### src/rtl/fp8div_seq.sv
// Sequential FP8 (1-4-3) divider: restoring division producing one quotient bit per
// cycle, round-to-nearest-even, valid/ready handshake on operand and result sides.
module fp8div_seq #(
    parameter int EXP_BIAS     = 7,
    parameter bit FAST_SPECIAL = 1'b1
) (
    input  logic       clk,
    input  logic       rst_n,
    input  logic       in_valid,
    output logic       in_ready,
    input  logic [7:0] a,
    input  logic [7:0] b,
    output logic       out_valid,
    input  logic       out_ready,
    output logic [7:0] result,
    output logic       busy
);

    typedef enum logic [1:0] {IDLE, DIV, ROUND, DONE} state_t;

    state_t      state_reg;
    logic        sign_reg;
    logic [3:0]  ea_reg;
    logic [3:0]  eb_reg;
    logic [2:0]  mb_reg;
    logic [4:0]  rem_reg;
    logic [6:0]  q_reg;
    logic [2:0]  cnt_reg;
    logic        special_reg;
    logic [7:0]  special_res_reg;
    logic [7:0]  result_reg;
    logic        out_valid_reg;
    logic        in_ready_reg;
    logic        busy_reg;

    // Operand classification at accept time; 0x80 is the only NaN encoding.
    logic a_nan, b_nan, a_zero, b_zero, spec_hit;
    logic [7:0] spec_val;

    always_comb begin
        a_nan    = (a == 8'h80);
        b_nan    = (b == 8'h80);
        a_zero   = (a[6:3] == 4'd0) && !a_nan;
        b_zero   = (b[6:3] == 4'd0) && !b_nan;
        spec_hit = a_nan || b_nan || b_zero || a_zero;
        spec_val = (a_nan || b_nan || b_zero) ? 8'h80 : 8'h00;
    end

    // Restoring step; the remainder register holds the already-shifted remainder,
    // so after the last step it is 2*R, which is nonzero exactly when R is.
    logic [4:0] d_val;
    logic       q_bit;
    logic [4:0] sub_val;
    logic [4:0] rem_shift;

    always_comb begin
        d_val     = {2'b01, mb_reg};
        q_bit     = (rem_reg >= d_val);
        sub_val   = q_bit ? (rem_reg - d_val) : rem_reg;
        rem_shift = sub_val << 1;
    end

    logic [2:0]         mant;
    logic               guard_bit;
    logic               sticky;
    logic               adj;
    logic               inc;
    logic [3:0]         mant_sum;
    logic [5:0]         e_full;
    logic signed [5:0]  e_s;
    logic [7:0]         round_res;

    always_comb begin
        if (q_reg[6]) begin
            mant      = q_reg[5:3];
            guard_bit = q_reg[2];
            sticky    = (|q_reg[1:0]) || (rem_reg != 5'd0);
            adj       = 1'b0;
        end else begin
            mant      = q_reg[4:2];
            guard_bit = q_reg[1];
            sticky    = q_reg[0] || (rem_reg != 5'd0);
            adj       = 1'b1;
        end
        inc      = guard_bit && (sticky || mant[0]);
        mant_sum = {1'b0, mant} + {3'b000, inc};
        e_full   = {2'b00, ea_reg} - {2'b00, eb_reg} + 6'(EXP_BIAS)
                   - {5'b00000, adj} + {5'b00000, mant_sum[3]};
        e_s      = $signed(e_full);
        if (e_s > 6'sd15)
            round_res = {sign_reg, 4'hF, 3'h7};
        else if (e_s <= 6'sd0)
            round_res = 8'h00;
        else
            round_res = {sign_reg, e_full[3:0], mant_sum[2:0]};
    end

    always_ff @(posedge clk or negedge rst_n) begin
        if (!rst_n) begin
            state_reg       <= IDLE;
            sign_reg        <= 1'b0;
            ea_reg          <= 4'd0;
            eb_reg          <= 4'd0;
            mb_reg          <= 3'd0;
            rem_reg         <= 5'd0;
            q_reg           <= 7'd0;
            cnt_reg         <= 3'd0;
            special_reg     <= 1'b0;
            special_res_reg <= 8'h00;
            result_reg      <= 8'h00;
            out_valid_reg   <= 1'b0;
            in_ready_reg    <= 1'b1;
            busy_reg        <= 1'b0;
        end else begin
            case (state_reg)
                IDLE: begin
                    if (in_valid) begin
                        sign_reg        <= a[7] ^ b[7];
                        ea_reg          <= a[6:3];
                        eb_reg          <= b[6:3];
                        mb_reg          <= b[2:0];
                        rem_reg         <= {2'b01, a[2:0]};
                        q_reg           <= 7'd0;
                        cnt_reg         <= 3'd0;
                        special_reg     <= spec_hit;
                        special_res_reg <= spec_val;
                        in_ready_reg    <= 1'b0;
                        if (spec_hit && FAST_SPECIAL) begin
                            state_reg     <= DONE;
                            result_reg    <= spec_val;
                            out_valid_reg <= 1'b1;
                        end else begin
                            state_reg <= DIV;
                            busy_reg  <= 1'b1;
                        end
                    end
                end
                DIV: begin
                    q_reg   <= {q_reg[5:0], q_bit};
                    rem_reg <= rem_shift;
                    cnt_reg <= cnt_reg + 3'd1;
                    if (cnt_reg == 3'd6)
                        state_reg <= ROUND;
                end
                ROUND: begin
                    state_reg     <= DONE;
                    busy_reg      <= 1'b0;
                    out_valid_reg <= 1'b1;
                    result_reg    <= special_reg ? special_res_reg : round_res;
                end
                DONE: begin
                    if (out_ready) begin
                        state_reg     <= IDLE;
                        out_valid_reg <= 1'b0;
                        in_ready_reg  <= 1'b1;
                    end
                end
                default: state_reg <= IDLE;
            endcase
        end
    end

    assign in_ready  = in_ready_reg;
    assign out_valid = out_valid_reg;
    assign result    = result_reg;
    assign busy      = busy_reg;

endmodule

### config.mk
export PLATFORM = sky130hd
export DESIGN_NAME = fp8div_seq
export DESIGN_NICKNAME = d
export VERILOG_FILES = /design/src/rtl/fp8div_seq.sv
export SDC_FILE = /design/constraint.sdc
export NUM_CORES = 1
export LEC_CHECK = 0
export CAP_MARGIN = 40
export CORE_ASPECT_RATIO = 1.75
export CORE_UTILIZATION = 52
export CTS_BUF_LIST = sky130_fd_sc_hd__clkbuf_4 sky130_fd_sc_hd__clkbuf_8
export DETAILED_ROUTE_END_ITERATION = 8
export PLACE_DENSITY = 0.83
export SYNTH_ARGS = -nofsm -noshare
export SYNTH_HDL_FRONTEND = slang
export SYNTH_SLANG_ARGS = --single-unit
### constraint.sdc
create_clock -name clk -period 3.09 [get_ports clk]
set_clock_uncertainty 0.15 [all_clocks]
set_input_delay 0.4635 -clock clk [delete_from_list [all_inputs] [get_ports clk]]
set_output_delay 0.4635 -clock clk [all_outputs]
set_load 0.05 [all_outputs]
==> metrics.txt <==
outcome finished clean; CTS tree done; WP buf/inv 1; Row Count 33; port bufs 30; sequential share of the synthesized area 41.3%; Detailed Route Iter0 Violations 33; global-route wire length before repair 9090 um; crit path max fanout 5; syn avg cell area 10.2 um2; Area Overhead vs Synth 24.5%; initial antenna violation count 0; hold endpoint result[3]; DRT Wirelength 5330 um; HPWL Detailed 4040 um; Worst Setup End Kind flip-flop; DRT Pass-1 Iters 4; reg-to-reg endpoint result[2]; Vert. Die Dim 94.6 um; routability cong. 0.846; Clk Latency, worst-skew pair 0.30 ns; Final Critical Period 3.04 ns; worst hold path type reg -> reg; I/O pin count 31; # diodes 0; critical path class reg -> reg; gr ovfl total 0; maxcap violations 0; worst path cell trace ha_2 > fa_2 > inv_1 > ha_1 > a21o_1 > or4b_4 > mux2i_4 > nor2_2 > o31ai_2; critical path startpoint category flip-flop; final hold vios 0; Critical R2R Launch eb_reg[0]; Total GRT Usage 24.3%; number of global-route vias before repair 2057; slowest stage delay, CP 0.63 ns; WP data required 3.15 ns; vias per std cell 5.79; slowest CP cell fa_2; pin count of the biggest net entering global routing 34; Min-Delay Path Depth 2; ys flop type dfrtp_1; flop2flop setup slack 0.05 ns; R2R cell count 9; Worst path top cell family by delay adder cells; layout cells sized above 1 22.9%; core box area 4710 um2; # clock sinks 42; WHS 0.334 ns; Synth cell types 49; Setup-failing EPs final 0; syn_nets 291; fillcell total 390; Slew @ Worst Pin 0.508 ns; commonest non-fill, non-tap cells in the layout dfrtp_1 (41), clkdlybuf4s50_1 (29), nand2_1 (26), inv_1 (22); Slew headroom 66.0%; post-route ant nets 0; Vias 1998; die area 5200 um2; Largest register FFs 8; Die W 54.9 um; clk buf depth 2; Crit path arrival time 3.10 ns; Num CTS Buffers 5; asr flop ratio synth 100%; synth warn 0; FF+latch count, synth 42; DRC 0; hold path start result[3]; crit share post-route 98.2%; Post-Synthesis Cells 250; Initial Utilization 54.2%; Layout Nets 334; post-synth design cell area 2550 um2; CTS Root Cell clkbuf_8; maximum clock frequency 329 MHz; Post-synth EDFFs 0; CTS H-tree depth 2; Final Max Tran Viols 0; Clock transition at path regs 0.08 ns; most common cell after layout, fill and taps aside dfrtp_1; RSZ-0062 raised after global routing true; wire length per cell 15.4 um
[worst reg2reg max path, cell delays in order (launching register included)]
cell and delay [ns]:
dfrtp_1 0.40, ha_2 0.20, fa_2 0.63, inv_1 0.06, ha_1 0.27, a21o_1 0.19, or4b_4 0.55, mux2i_4 0.24
nor2_2 0.06, o31ai_2 0.22
[synthesized netlist by cell type, types with 2 or more instances]
| cell type | number | area share (%) |
|---|---|---|
| xnor2_1 | 6 | 2.1 |
| o21ai_0 | 15 | 2.9 |
| dfrtp_1 | 41 | 40 |
| nor4_2 | 2 | 0.98 |
| o31ai_2 | 5 | 2.5 |
| nor2_1 | 10 | 1.5 |
| a21oi_1 | 12 | 2.4 |
| inv_1 | 25 | 3.7 |
| o21ai_1 | 4 | 0.79 |
| nor2b_1 | 5 | 1.2 |
| clkbuf_1 | 7 | 1.0 |
| a21o_1 | 2 | 0.59 |
| fa_1 | 4 | 3.1 |
| mux2_2 | 14 | 6.2 |
| mux2i_1 | 2 | 0.79 |
| nand2b_1 | 3 | 0.74 |
| nand2_1 | 28 | 4.1 |
| a22o_1 | 10 | 3.4 |
| nand3_1 | 3 | 0.59 |
| a21boi_0 | 2 | 0.59 |
| nor3_1 | 3 | 0.59 |
| ha_1 | 17 | 8.3 |
| a22oi_1 | 3 | 0.88 |
| a31oi_1 | 2 | 0.49 |
[metal layers]
metal  track usage (%)  share of wire, %
met1              27.3                38
met2              41.3                56
met3              4.51               3.2
met4              12.7               2.5
met5                 0                 0
[logic make-up after synthesis]
group           synth area share [%]
compound gates                  19.0
simple gates                    12.6
flops                           41.3
buf+inv                         4.91
fa+ha+maj                       11.5
mux                             8.29
xor+xnor                        2.40
[how the worst max path moves through the flow]
stage | depth (start not counted) | to | slack [ns] | from
6_report | 9 | result[2] | 0.05 | eb_reg[0]
5_1_grt | 13 | result[0] | -0.05 | q_reg[6]
4_1_cts | 10 | result[2] | 0.003 | eb_reg[0]
3_5_place_dp | 15 | result[6] | -0.03 | q_reg[6]
3_3_place_gp | 10 | result[4] | 0.09 | eb_reg[0]
2_1_floorplan | 14 | result[2] | 0.01 | q_reg[6]
[stage by stage]
step	setup slack, ns	std cells	util [%]	instance area, um2	setup TNS [ns]
6_report	0.0545	345	67.4	3170	0
5_1_grt	-0.0504	345	67.4	3170	-0.216
4_1_cts	0.00319	343	66.1	3110	0
3_5_place_dp	-0.0308	335	63.3	2980	-0.0857
3_3_place_gp	0.0880	333	62.8	2950	0
2_1_floorplan	0.0113	250	-	2560	0
[what timing repair did]
| action | in CTS | in global routing |
|---|---|---|
| resized for setup | 2 | 13 |
| pin swaps | 2 | 4 |
| buffers inserted | 0 | 2 |
| setup endpoints to repair | 6 | 7 |
| hold buffers | 1 | 0 |
| hold endpoints to repair | 9 | 0 |
[area by class of cell]
type	instances	area (um2)	share of cell area, %
clock inverters	1	30.0	0.946
flip-flops and latches	42	1050	33.1
repair buffers	44	415	13.1
clock buffers	6	82.6	2.60
inverters	25	93.8	2.96
well taps	52	65.1	2.05
multi-input cells	175	1440	45.2
Power is not shown: default switching activity piles up to over one toggle a cycle in this logic, so the estimate is an artifact.
